===== config.mk =====
export PLATFORM = sky130hd
export DESIGN_NAME = dsi_rx_packet_parser
export DESIGN_NICKNAME = d
export VERILOG_FILES = /design/src/rtl/dsi_rx_packet_parser.sv
export SDC_FILE = /design/constraint.sdc
export NUM_CORES = 1
export LEC_CHECK = 0
export ABC_AREA = 1
export BUFFER_PORTS_ARGS = -buffer_cell sky130_fd_sc_hd__buf_2
export CAP_MARGIN = 10
export CELL_PAD_IN_SITES_DETAIL_PLACEMENT = 0
export CELL_PAD_IN_SITES_GLOBAL_PLACEMENT = 1
export CORE_MARGIN = 2
export CORE_UTILIZATION = 44
export DETAILED_ROUTE_END_ITERATION = 8
export PLACE_DENSITY = 0.81
export SETUP_SLACK_MARGIN = 0.15
export SLEW_MARGIN = 40
export SYNTH_ARGS = -nofsm -noshare
export SYNTH_HDL_FRONTEND = slang
export SYNTH_SLANG_ARGS = --single-unit

===== constraint.sdc =====
create_clock -name clk -period 3.2 [get_ports clk]
set_clock_uncertainty 0.2 [all_clocks]
set_input_delay 0.64 -clock clk [delete_from_list [all_inputs] [get_ports clk]]
set_output_delay 0.64 -clock clk [all_outputs]
set_load 0.005 [all_outputs]

===== src/rtl/dsi_rx_packet_parser.sv =====
// dsi_rx_packet_parser: DSI receive parser, header ECC check/correct, payload CRC check, payload streaming
module dsi_rx_packet_parser #(
  parameter int CNT_W     = 16,
  parameter bit CHECK_CRC = 1'b1
) (
  input  logic             clk,
  input  logic             reset,
  input  logic             sot,
  input  logic [7:0]       din,
  input  logic             din_valid,
  input  logic             eot,
  output logic             hdr_valid,
  output logic [7:0]       hdr_di,
  output logic [15:0]      hdr_wc,
  output logic             hdr_long,
  output logic             ecc_corr,
  output logic             ecc_err,
  output logic [7:0]       pl_data,
  output logic             pl_valid,
  output logic             pl_last,
  output logic             pkt_done,
  output logic             crc_ok,
  output logic             trunc_err,
  output logic [CNT_W-1:0] err_cnt_ecc,
  output logic [CNT_W-1:0] err_cnt_crc
);
  typedef enum logic [1:0] {IDLE, HDR, PAYLOAD, CRC} state_t;
  // syndrome produced by each header data bit, ECC bits P5..P0
  localparam logic [5:0] COL [24] = '{6'h07, 6'h0B, 6'h0D, 6'h0E, 6'h13, 6'h15, 6'h16, 6'h19,
                                      6'h1A, 6'h1C, 6'h23, 6'h25, 6'h26, 6'h29, 6'h2A, 6'h2C,
                                      6'h31, 6'h32, 6'h34, 6'h38, 6'h1F, 6'h2F, 6'h37, 6'h3B};
  localparam logic [CNT_W-1:0] ONE = {{(CNT_W-1){1'b0}}, 1'b1};
  state_t state_q, state_d;
  logic [1:0] bcnt_q, bcnt_d;
  logic [23:0] hbuf_q, hbuf_d, fixed;
  logic [15:0] cnt_q, cnt_d, crc_q, crc_d, hdr_wc_q, hdr_wc_d;
  logic [7:0] crlo_q, crlo_d, hdr_di_q, hdr_di_d, pl_data_q, pl_data_d;
  logic [5:0] syn;
  logic hdr_ok, corr, is_long, mid;
  logic hdr_valid_q, hdr_valid_d, hdr_long_q, hdr_long_d, ecc_corr_q, ecc_corr_d, ecc_err_q, ecc_err_d;
  logic pl_valid_q, pl_valid_d, pl_last_q, pl_last_d, pkt_done_q, pkt_done_d;
  logic crc_ok_q, crc_ok_d, trunc_err_q, trunc_err_d;
  logic [CNT_W-1:0] err_cnt_ecc_q, err_cnt_ecc_d, err_cnt_crc_q, err_cnt_crc_d;

  function automatic logic [15:0] crc_byte(input logic [15:0] c, input logic [7:0] d);
    logic [15:0] r;
    r = c;
    for (int i = 0; i < 8; i++) r = (r[0] ^ d[i]) ? (r >> 1) ^ 16'h8408 : r >> 1;
    return r;
  endfunction

  always_comb begin
    syn = din[5:0];
    for (int i = 0; i < 24; i++) syn = hbuf_q[i] ? syn ^ COL[i] : syn;
    fixed = hbuf_q;
    corr = syn != 6'd0 && (syn & (syn - 6'd1)) == 6'd0;
    for (int i = 0; i < 24; i++) begin
      if (syn == COL[i]) begin
        fixed[i] = ~hbuf_q[i];
        corr = 1'b1;
      end
    end
    hdr_ok = syn == 6'd0 || corr;
    is_long = fixed[3:0] inside {4'h9, 4'hC, 4'hD, 4'hE};
  end

  always_comb begin
    state_d = state_q;
    bcnt_d = bcnt_q;
    hbuf_d = hbuf_q;
    cnt_d = cnt_q;
    crc_d = crc_q;
    crlo_d = crlo_q;
    hdr_di_d = hdr_di_q;
    hdr_wc_d = hdr_wc_q;
    hdr_long_d = hdr_long_q;
    pl_data_d = pl_data_q;
    crc_ok_d = crc_ok_q;
    hdr_valid_d = 1'b0;
    ecc_corr_d = 1'b0;
    ecc_err_d = 1'b0;
    pl_valid_d = 1'b0;
    pl_last_d = 1'b0;
    pkt_done_d = 1'b0;
    trunc_err_d = 1'b0;
    mid = (state_q == HDR && bcnt_q != 2'd0) || state_q == PAYLOAD || state_q == CRC;
    if (eot) begin
      trunc_err_d = mid;
      state_d = IDLE;
      bcnt_d = 2'd0;
    end else if (sot && din_valid) begin
      trunc_err_d = mid;
      state_d = HDR;
      hbuf_d[7:0] = din;
      bcnt_d = 2'd1;
    end else if (din_valid) begin
      case (state_q)
        HDR: begin
          bcnt_d = bcnt_q + 2'd1;
          if (bcnt_q != 2'd3) hbuf_d[{bcnt_q, 3'b000} +: 8] = din;
          else if (!hdr_ok) begin
            ecc_err_d = 1'b1;
            state_d = IDLE;
          end else begin
            hdr_valid_d = 1'b1;
            ecc_corr_d = corr;
            hdr_di_d = fixed[7:0];
            hdr_wc_d = fixed[23:8];
            hdr_long_d = is_long;
            cnt_d = fixed[23:8];
            crc_d = 16'hFFFF;
            state_d = !is_long ? HDR : fixed[23:8] == 16'd0 ? CRC : PAYLOAD;
          end
        end
        PAYLOAD: begin
          pl_valid_d = 1'b1;
          pl_data_d = din;
          pl_last_d = cnt_q == 16'd1;
          crc_d = crc_byte(crc_q, din);
          cnt_d = cnt_q - 16'd1;
          state_d = cnt_q == 16'd1 ? CRC : PAYLOAD;
        end
        CRC: begin
          bcnt_d = bcnt_q == 2'd0 ? 2'd1 : 2'd0;
          crlo_d = din;
          pkt_done_d = bcnt_q != 2'd0;
          crc_ok_d = bcnt_q != 2'd0 ? ({din, crlo_q} == crc_q) || !CHECK_CRC : crc_ok_q;
          state_d = bcnt_q != 2'd0 ? HDR : CRC;
        end
        default: ;
      endcase
    end
    err_cnt_ecc_d = (ecc_err_d && !(&err_cnt_ecc_q)) ? err_cnt_ecc_q + ONE : err_cnt_ecc_q;
    err_cnt_crc_d = (pkt_done_d && !crc_ok_d && !(&err_cnt_crc_q)) ? err_cnt_crc_q + ONE : err_cnt_crc_q;
  end

  always_ff @(posedge clk or negedge reset) begin
    if (!reset) begin
      state_q <= IDLE;
      bcnt_q <= '0;
      hbuf_q <= '0;
      cnt_q <= '0;
      crc_q <= 16'hFFFF;
      crlo_q <= '0;
      hdr_di_q <= '0;
      hdr_wc_q <= '0;
      hdr_long_q <= 1'b0;
      pl_data_q <= '0;
      crc_ok_q <= 1'b0;
      hdr_valid_q <= 1'b0;
      ecc_corr_q <= 1'b0;
      ecc_err_q <= 1'b0;
      pl_valid_q <= 1'b0;
      pl_last_q <= 1'b0;
      pkt_done_q <= 1'b0;
      trunc_err_q <= 1'b0;
      err_cnt_ecc_q <= '0;
      err_cnt_crc_q <= '0;
    end else begin
      state_q <= state_d;
      bcnt_q <= bcnt_d;
      hbuf_q <= hbuf_d;
      cnt_q <= cnt_d;
      crc_q <= crc_d;
      crlo_q <= crlo_d;
      hdr_di_q <= hdr_di_d;
      hdr_wc_q <= hdr_wc_d;
      hdr_long_q <= hdr_long_d;
      pl_data_q <= pl_data_d;
      crc_ok_q <= crc_ok_d;
      hdr_valid_q <= hdr_valid_d;
      ecc_corr_q <= ecc_corr_d;
      ecc_err_q <= ecc_err_d;
      pl_valid_q <= pl_valid_d;
      pl_last_q <= pl_last_d;
      pkt_done_q <= pkt_done_d;
      trunc_err_q <= trunc_err_d;
      err_cnt_ecc_q <= err_cnt_ecc_d;
      err_cnt_crc_q <= err_cnt_crc_d;
    end
  end

  assign hdr_valid = hdr_valid_q;
  assign hdr_di = hdr_di_q;
  assign hdr_wc = hdr_wc_q;
  assign hdr_long = hdr_long_q;
  assign ecc_corr = ecc_corr_q;
  assign ecc_err = ecc_err_q;
  assign pl_data = pl_data_q;
  assign pl_valid = pl_valid_q;
  assign pl_last = pl_last_q;
  assign pkt_done = pkt_done_q;
  assign crc_ok = crc_ok_q;
  assign trunc_err = trunc_err_q;
  assign err_cnt_ecc = err_cnt_ecc_q;
  assign err_cnt_crc = err_cnt_crc_q;
endmodule

==> flow_metrics.py, run 1 <==
metrics = {
    "outcome": {
        "status": "complete, but fails checks",
        "violations": "hold timing",
    },
    "synth": {
        "synth-xor-area-share_pct": 8.20,
        "synth_top_cell_by_area": "dfrtp_1",
        "synthAdderAreaFrac_pct": 1.10,
        "synth_common_cells": "431 x nand2_1, 125 x dfrtp_1, 119 x inv_1",
        "yosys_most_used_dff": "dfrtp_1",
        "yosysWarnings": 0,
        "synth_top_family_by_area": "simple AND/OR/NAND/NOR gates",
        "yosys-mux-area-fraction_pct": 0.124,
        "synth_nets": 1322,
        "syn_area_mm2": 0.00907,
        "yosys.cell_types.count": 39,
        "synthArstFlopShare_pct": 100,
        "synth_edf_count": 0,
        "synth-seq-cells": 141,
        "yosysSeqAreaShare_pct": 39.1,
        "synth_top_area_share_pct": 34.5,
        "synthCells": 1301,
        "synth.most_common_cell": "nand2_1",
        "ys_top_cells_by_area": "dfrtp_1 34%, nand2_1 18%, o21ai_0 5.6%",
        "synth_compound_area_share_pct": 9.34,
        "synthSimpleGateAreaFrac_pct": 33.1,
        "syn_area_per_cell_um2": 6.97,
    },
    "floorplanning": {
        "start_util_pct": 44.8,
        "die_h_um": 148,
        "die_x_um": 148,
        "num_rows": 52,
        "core_area_mm2": 0.0202,
        "die_area_mm2": 0.0218,
        "ios": 86,
    },
    "critical_path": {
        "worstSetupEndpointType": "flop",
        "startpoint_type": "flop",
        "worstPathCellList": "buf_6, xnor2_4, nand3_2, nand2_1, nand2_1, nand2_1, nand2_1, nand2_2, nor2_1, buf_6, nand3_2, nand2_1, nor2_2, nand2_2, nor2_4, buf_12, nand3_4, nor2_4, nand2_4, buf_6, xor2_1",
        "crit_fanout": 10,
        "cp.required_ns": 3.31,
        "reg2regPathDepth": 21,
        "cp_slowest_cell": "dfrtp_2",
        "crit_top_cell": "nand2_1",
        "max_stage_delay_ns": 0.50,
        "critPathArrivalTime_ns": 3.25,
        "crit_type": "flop to flop",
    },
    "sta": {
        "tightest_slew_ns": 0.715,
        "slew_violations": 0,
        "rsz0062_at_grt": "yes",
        "holdWs_ns": -0.00608,
        "fin_crit_sh_pct": 97.9,
        "hold_viol_final": 1,
        "slew_headroom_pct": 52.0,
        "fmaxAchievable_mhz": 319,
        "setup_viol": 0,
        "min_period_ns": 3.13,
        "fin_ws_ns": 0.0670,
    },
    "drt": {
        "wl_per_cell_um": 15.6,
        "ant_nets": 0,
        "first_pass_iters": 5,
        "drt_iter0_drc": 535,
        "num_vias": 9235,
        "routed_via_density": 5.09,
        "wl_mm": 28.2,
        "route.detailed.drc": 0,
    },
    "clock_tree": {
        "clkSinkCount": 141,
        "root_buffer": "clkbuf_16",
        "clockBufferDepth": 2,
        "ctsHoldBuffers": 0,
        "cts_buffers": 17,
        "clk_pin_slew_ns": 0.06,
        "cts_tree": "built",
        "clock_latency_ns": 0.43,
        "htreeDepth": 4,
    },
    "place": {
        "place_hpwl_mm": 21.3,
        "io_buffers": 85,
        "pre_cts_ws_ns": -0.248,
        "place_congestion": 0.926,
    },
    "pwr": {
        "p_per_area_mw_per_mm2": 1220,
        "total_power_mw": 15.0,
        "peakVddDrop_mv": 0.635,
        "p_leak_nw": 6.39,
    },
    "job": {
        "max_cap_viol_count": 0,
    },
    "layout": {
        "num_antenna_cells": 0,
        "nets": 1553,
        "syn_to_final_growth_pct": 35.5,
        "final_layout_size_suffix_gt1_share_pct": 33.7,
        "fin_util_pct": 60.8,
    },
    "global_route": {
        "grt_usage_pct": 26.0,
        "antenna_found_initial": 0,
        "grt-ovfl-total": 0,
        "grt_max_degree": 66,
        "grt_pass1_wl_mm": 44.4,
        "grt_pass1_vias": 8519,
    },
    "worst_hold_path": {
        "hp-class": "primary input to async pin",
    },
}
## final cells by class
| type | count | area, µm² |
|---|---|---|
| inverter | 151 | 604 |
| clock inverter | 14 | 153 |
| tap | 270 | 338 |
| fill | 1924 | 7940 |
| clock buffer | 18 | 429 |
| multi-input combinational | 962 | 5300 |
| timing repair buffer | 259 | 1890 |
| sequential | 141 | 3580 |
## layer usage
layer  global-route usage [%]  share of wire, %  routed length, µm  vias up
li1                         -                 -                  -     4612
met1                     36.5                47              13200     4331
met2                     41.6                46              13000      239
met3                     4.04               4.8               1370       53
met4                     8.22               2.4                669        0
met5                        0                 0                  0        -
## path summary, 6_finish.rpt
path / start / endpoint / slack [ns]
hold / removal: reset / hdr_di[2] / -0.006
max in group asynchronous: reset / trunc_err / 2.00
setup / recovery: hbuf_q[14] / err_cnt_ecc[0] / 0.07
min in group clk: hdr_di[5] / hdr_di[5] / 0.28
hold reg to reg: hdr_di[5] / hdr_di[5] / 0.28
setup reg to reg: hbuf_q[14] / err_cnt_ecc[0] / 0.07
## timing repair
action	CTS	global route
endpoints found under the setup margin	77	83
setup buffers	14	22
gates resized for setup	45	181
pin swaps	4	62
cloned	0	3
## state kept, by name (all words and copies together), names as in the netlist, 2 cells and up
signal and count:
bcnt_q 2, hdr_wc 16, crc_q 16, cnt_q 16, pl_data 8, err_cnt_ecc 16, err_cnt_crc 16, crlo_q 8
hdr_di 8, state_q 2, hbuf_q 24
## layout by cell type, fill, tap and decap left out, types with 17 or more instances in the layout
cell type  synthesis  routed
buf_4              5     155
xor2_1            46      43
o21ai_0          101      95
dfrtp_2            0      23
a21oi_1           17      17
dfrtp_1          125     102
nor2_1           101      77
nand4_1           31      31
inv_2             28      31
inv_1            119     108
clkbuf_16          0      19
nand2_1          431     361
nor2_2             3      18
xnor2_1           39      36
nand3_2            2      25
nor3_1            23      23
nand3_1           89      64
nand2_2            7      63
o21ai_1           19      20
buf_2             29      85
## where the power goes
group / switching (mW) / internal (mW)
clock: 0.862 / 1.10
sequential: 0.644 / 2.33
combinational: 5.87 / 4.23
total: 7.38 / 7.66
## stage by stage
step / TNS, ns / instance area (µm²) / instances
floorplan: 0 / 9070 / 1301
global placement: -9.95 / 10700 / 1744
detailed placement: -9.87 / 10700 / 1744
CTS: 0 / 11500 / 1790
global route: -3.66 / 12300 / 1815
finish: 0 / 12300 / 1815
## critical path, delay by kind of cell, from the launching register on
kind / cells / cell delay [ns]
AND/OR/NAND/NOR: 15 / 1.42
flip-flops: 1 / 0.50
buffers and inverters: 4 / 0.56
XOR/XNOR: 2 / 0.32
## cell families (layout without fill, tap and decap cells)
| group | after synthesis | count (layout) |
|---|---|---|
| xor gates and xnor gates | 85 | 85 |
| muxes | 1 | 1 |
| and+or+nand+nor | 708 | 708 |
| DFF | 141 | 141 |
| AOI/OAI and AO/OA | 160 | 160 |
| adders and majority gates | 8 | 8 |
| buffers and inverters | 198 | 442 |
Power figures use the tool's default switching activity.
==> inputs of run 2 (changes only) <==
--- a/config.mk
+++ b/config.mk
@@ -11,9 +11,9 @@
 export CELL_PAD_IN_SITES_DETAIL_PLACEMENT = 0
 export CELL_PAD_IN_SITES_GLOBAL_PLACEMENT = 1
 export CORE_MARGIN = 2
-export CORE_UTILIZATION = 44
+export CORE_UTILIZATION = 47
 export DETAILED_ROUTE_END_ITERATION = 8
-export PLACE_DENSITY = 0.81
+export PLACE_DENSITY = 0.85
 export SETUP_SLACK_MARGIN = 0.15
 export SLEW_MARGIN = 40
 export SYNTH_ARGS = -nofsm -noshare
==> constraint.sdc (replaced) <==
create_clock -name clk -period 4 [get_ports clk]
set_clock_uncertainty 0.2 [all_clocks]
set_input_delay 0.8 -clock clk [delete_from_list [all_inputs] [get_ports clk]]
set_output_delay 0.8 -clock clk [all_outputs]
set_load 0.005 [all_outputs]
==> run 2 against run 1 <==
Compared with the run above:
- the run now ends clean
- power down 39%
- sequential power down 19%
- setup slack better by 0.50 ns
- combinational power down 49%
- wire length down 5.4%
==> flow_metrics.py, run 2 (same netlist as run 1, synthesis figures left out) <==
metrics = {
    "pwr": {
        "peakVddDrop_mv": 0.460,
        "p_per_area_mw_per_mm2": 884,
        "p_leak_nw": 5.45,
    },
    "job": {
        "max_cap_viol_count": 0,
    },
    "global_route": {
        "grt_use_met2_pct": 42.2,
        "met1_usage_pct": 39.4,
        "grt_max_degree": 87,
        "busiest_layer": "met2",
        "antenna_found_initial": 0,
        "grt_use_met3_pct": 4.09,
        "grt_pass1_wl_mm": 43.0,
        "grt-ovfl-total": 0,
        "grt_pass1_vias": 7952,
        "grt_usage_pct": 27.2,
    },
    "critical_path": {
        "crit_type": "flop to flop",
        "reg2reg_from": "hbuf_q[21]",
        "startpoint_type": "flop",
        "crit_fanout": 23,
        "critPathArrivalTime_ns": 3.58,
        "cp.required_ns": 4.15,
        "worstSetupEndpointType": "flop",
        "reg2regPathDepth": 19,
        "critPathLaunch": "hbuf_q[21]",
    },
    "layout": {
        "final_cell_mix": "431 x nand2_1, 123 x dfrtp_1, 119 x inv_1",
        "syn_to_final_growth_pct": 14.0,
        "num_antenna_cells": 0,
        "final_common_cell": "nand2_1",
        "regMostFlops": "hbuf_q",
        "regArea_mm2": 0.00355,
        "largest_register_ff_count": 24,
        "multi_input_comb_area_mm2": 0.00471,
        "fillerInstances": 1919,
        "final_layout_size_suffix_gt1_share_pct": 14.7,
        "nets": 1399,
    },
    "clock_tree": {
        "ctsHoldBuffers": 0,
        "cts_tree": "built",
        "clkSinkCount": 141,
        "clk_pin_slew_ns": 0.06,
        "htreeDepth": 4,
        "cts_buffers": 17,
        "clockBufferDepth": 2,
        "root_buffer": "clkbuf_16",
        "clock_latency_ns": 0.43,
    },
    "place": {
        "place_hpwl_mm": 20.4,
        "io_buffers": 85,
        "pre_cts_ws_ns": 0.277,
        "place_congestion": 0.961,
    },
    "floorplanning": {
        "die_x_um": 143,
        "start_util_pct": 48.2,
        "ios": 86,
        "core_area_mm2": 0.0188,
        "die_area_mm2": 0.0204,
        "die_h_um": 143,
        "num_rows": 50,
    },
    "sta": {
        "tns_ns": 0,
        "fin_ws_ns": 0.571,
        "fmaxAchievable_mhz": 292,
        "setup_viol": 0,
        "slew_violations": 0,
        "slew_headroom_pct": 49.8,
        "fin_crit_sh_pct": 85.7,
        "hold_viol_final": 0,
        "rsz0062_at_grt": "no",
        "tightest_slew_ns": 0.753,
        "min_period_ns": 3.43,
    },
    "drt": {
        "drt_iter0_drc": 644,
        "wl_per_cell_um": 16.2,
        "num_vias": 8533,
        "route.detailed.drc": 0,
        "ant_nets": 0,
        "routed_via_density": 5.17,
        "wl_mm": 26.7,
        "first_pass_iters": 6,
    },
    "worst_hold_path": {
        "hp-class": "primary input to async pin",
    },
    "outcome": {
        "status": "finished, final reports clean",
    },
}
run 2: per-stage QoR:
step           power (mW)  utilization, %  hold WS [ns]  area, µm²  instances
3_5_place_dp         7.49            51.8         0.266       9750       1619
6_report             9.15            54.9         0.200      10300       1651
3_3_place_gp         7.49            51.8         0.258       9750       1619
2_1_floorplan        6.01               -         0.273       9070       1301
5_1_grt              9.97            54.9         0.277      10300       1651
4_1_cts              9.09            54.9         0.279      10300       1651
run 2: final cells by class:
type	instances	share of cell area, %
clock inverter	12	1.23
clock buffer	20	4.41
sequential	141	34.3
multi-input combinational	962	45.6
timing repair buffer	105	5.77
tap	260	3.14
inverter	151	5.55
run 2: path summary, 6_finish.rpt:
kind | end | slack [ns]
min in group clk | hdr_di[1] | 0.28
worst max register to register | crc_q[12] | 0.57
worst max-delay path | crc_q[12] | 0.57
worst min register to register | hdr_di[1] | 0.28
worst min-delay path | hdr_di[3] | 0.20
max in group asynchronous | hbuf_q[13] | 2.66
run 2: worst max-delay path, stage by stage, from the launching register on:
cell and delay, ns:
dfrtp_1 0.60, inv_4 0.13, nand2_1 0.10, nand2_1 0.11
nand3b_1 0.19, nand2_1 0.08, nand2_1 0.08, nand3_1 0.13
nand2_2 0.08, nand2_1 0.16, inv_1 0.10, nand3_1 0.20
nand3_1 0.11, nor2_1 0.23, nor2_4 0.07, nand4_1 0.08
nand2_1 0.10, inv_2 0.31, o21ai_0 0.15, o21ai_1 0.10
run 2: what timing repair did:
action / CTS / global route
gates resized for setup: 0 / 4
setup endpoints to repair: 0 / 1
hold endpoints to repair: 0 / 0
buffers inserted: 0 / 0
run 2: where the power goes:
group          internal, mW  leakage (nW)  switching, mW
combinational          1.71          3.44           3.45
sequential             1.85          1.73          0.565
clock                 0.906         0.278          0.674
total                  4.46          5.45           4.69
run 2: routing by layer:
metal,vias to the layer above,routed length [µm]
li1,4312,-
met1,3930,12500
met2,254,12100
met3,37,1600
met4,0,510
met5,-,0
==> inputs of run 3 (changes only) <==
--- a/config.mk
+++ b/config.mk
@@ -10,6 +10,7 @@
 export CAP_MARGIN = 10
 export CELL_PAD_IN_SITES_DETAIL_PLACEMENT = 0
 export CELL_PAD_IN_SITES_GLOBAL_PLACEMENT = 1
+export CORE_ASPECT_RATIO = 1.2
 export CORE_MARGIN = 2
 export CORE_UTILIZATION = 47
 export DETAILED_ROUTE_END_ITERATION = 8
==> run 3 against run 2 <==
Compared with the run above:
- non-clock buffer count rose by 9
- register-to-register slack worse by 0.02 ns
- clock power rose by 4%
- via count is 0.86% higher
- power is 1.0% higher
- sequential power about the same
- die area about the same
- first-iteration DRC count rose by 10%
- hold slack better by 0.041 ns
- largest power group unchanged
- critical path depth up 4
- final area grew 0.77%
==> flow_metrics.py, run 3 (same netlist as run 1, synthesis figures left out) <==
metrics = {
    "outcome": {
        "status": "finished, final reports clean",
    },
    "global_route": {
        "antenna_found_initial": 0,
        "grt_max_degree": 88,
        "grt_pass1_vias": 8199,
        "grt_pass1_wl_mm": 43.6,
        "grt-ovfl-total": 0,
        "grt_usage_pct": 28.0,
    },
    "place": {
        "place_hpwl_mm": 20.7,
        "place_inst": 1624,
        "pre_cts_ws_ns": 0.285,
        "place_congestion": 0.974,
        "dpl_cell_area_mm2": 0.00982,
        "io_buffers": 85,
    },
    "layout": {
        "fillerInstances": 1903,
        "multi_input_comb_area_mm2": 0.00471,
        "syn_to_final_growth_pct": 14.9,
        "final_cell_mix": "431 x nand2_1, 125 x dfrtp_1, 119 x inv_1",
        "largest_register_ff_count": 24,
        "final_layout_size_suffix_gt1_share_pct": 14.9,
        "finalNonFillerCells": 1655,
        "regArea_mm2": 0.00355,
        "final_area_mm2": 0.0104,
        "regMostFlops": "hbuf_q",
        "fin_util_pct": 55.1,
        "final_common_cell": "nand2_1",
        "num_antenna_cells": 0,
        "nets": 1408,
    },
    "critical_path": {
        "cp.required_ns": 4.12,
        "worstReg2RegEnd": "err_cnt_ecc[2]",
        "crit_type": "flop to flop",
        "reg2regPathDepth": 23,
        "crit_fanout": 8,
        "regToRegSetupSlack_ns": 0.55,
        "critPathLaunch": "hbuf_q[23]",
        "startpoint_type": "flop",
        "worstSetupEndpointType": "flop",
        "critPathArrivalTime_ns": 3.57,
        "reg2reg_from": "hbuf_q[23]",
        "crit_end": "err_cnt_ecc[2]",
    },
    "sta": {
        "slew_headroom_pct": 49.5,
        "fin_ws_ns": 0.555,
        "fmaxAchievable_mhz": 290,
        "tightest_slew_ns": 0.758,
        "hold_viol_final": 0,
        "holdWs_ns": 0.241,
        "rsz0062_at_grt": "no",
        "setup_viol": 0,
        "min_period_ns": 3.45,
        "slew_violations": 0,
        "tns_ns": 0,
        "fin_crit_sh_pct": 86.1,
    },
    "floorplanning": {
        "core_area_mm2": 0.0189,
        "die_area_mm2": 0.0204,
        "die_x_um": 131,
        "num_rows": 55,
        "ios": 86,
        "start_util_pct": 47.9,
        "die_h_um": 156,
    },
    "drt": {
        "drt_iter0_drc": 711,
        "num_vias": 8606,
        "wl_per_cell_um": 16.4,
        "routed_via_density": 5.20,
        "ant_nets": 0,
        "first_pass_iters": 7,
        "route.detailed.drc": 0,
        "wl_mm": 27.2,
    },
    "worst_hold_path": {
        "hp-class": "primary input to async pin",
    },
    "clock_tree": {
        "htreeDepth": 4,
        "cts_buffers": 17,
        "clkSinkCount": 141,
        "root_buffer": "clkbuf_16",
        "clockBufferDepth": 2,
        "cts_tree": "built",
        "ctsResizeCount": 0,
        "clk_pin_slew_ns": 0.07,
        "ctsHoldBuffers": 0,
        "cts_setup_buffers": 0,
        "clock_latency_ns": 0.43,
    },
    "pwr": {
        "p_leak_nw": 5.51,
        "total_power_mw": 9.24,
        "p_per_area_mw_per_mm2": 886,
        "peakVddDrop_mv": 0.412,
    },
    "job": {
        "max_cap_viol_count": 0,
    },
}
## run 3: cell count changes in the layout (fill, tap and decap cells not counted), moves of 2 or more
cell / delta
clkinv_2: +2
buf_4: +8
bufinv_16: +2
nor2_2: -2
dfrtp_2: -2
inv_8: -2
clkinv_4: -2
nor2_1: +2
dfrtp_1: +2
## run 3: worst max-delay path, stage by stage (launching register included)
cell and delay [ns]:
dfrtp_1 0.58, inv_2 0.17, nand2_1 0.13, nand2_1 0.05
nand2_1 0.08, nand2_1 0.07, nand2_1 0.08, nand3_1 0.10
nand2_1 0.11, nand2_2 0.08, nand2_4 0.10, nor2_1 0.06
buf_4 0.16, nand3_1 0.11, nand2_1 0.07, nor2_1 0.17
nand2_1 0.12, nor2_4 0.16, nand3_4 0.11, nor2_4 0.15
nand2_2 0.10, buf_4 0.17, o21ai_0 0.14, nand2_1 0.06
## run 3: routing by layer
metal	share of wire, %	up-vias	track usage (%)
met4	3.7	0	12.2
met2	47	227	45.1
met3	4.3	58	3.94
li1	-	4327	-
met5	0	-	0
met1	45	3994	37.5
## run 3: final cells by class
cell class | count | share of cell area, %
Clock buffer | 19 | 4.25
Multi-Input combinational cell | 962 | 45.2
Clock inverter | 12 | 1.52
Sequential cell | 141 | 34.0
Timing Repair Buffer | 114 | 6.49
Tap cell | 256 | 3.07
Inverter | 151 | 5.46
## run 3: power breakdown
group	switching [mW]	total [mW]	internal, mW
clock network	0.641	1.64	1.00
logic	3.51	5.22	1.71
registers	0.531	2.38	1.84
## run 3: worst min path at each step
stage | startpoint | slack [ns] | endpoint | depth (start not counted)
finish | reset | 0.24 | hbuf_q[21] | 1
detailed placement | hdr_di[1] | 0.26 | hdr_di[1] | 2
floorplan | hdr_di[1] | 0.27 | hdr_di[1] | 2
global route | reset | 0.28 | hbuf_q[21] | 1
CTS | hdr_di[1] | 0.28 | hdr_di[1] | 2
global placement | hdr_di[1] | 0.26 | hdr_di[1] | 2
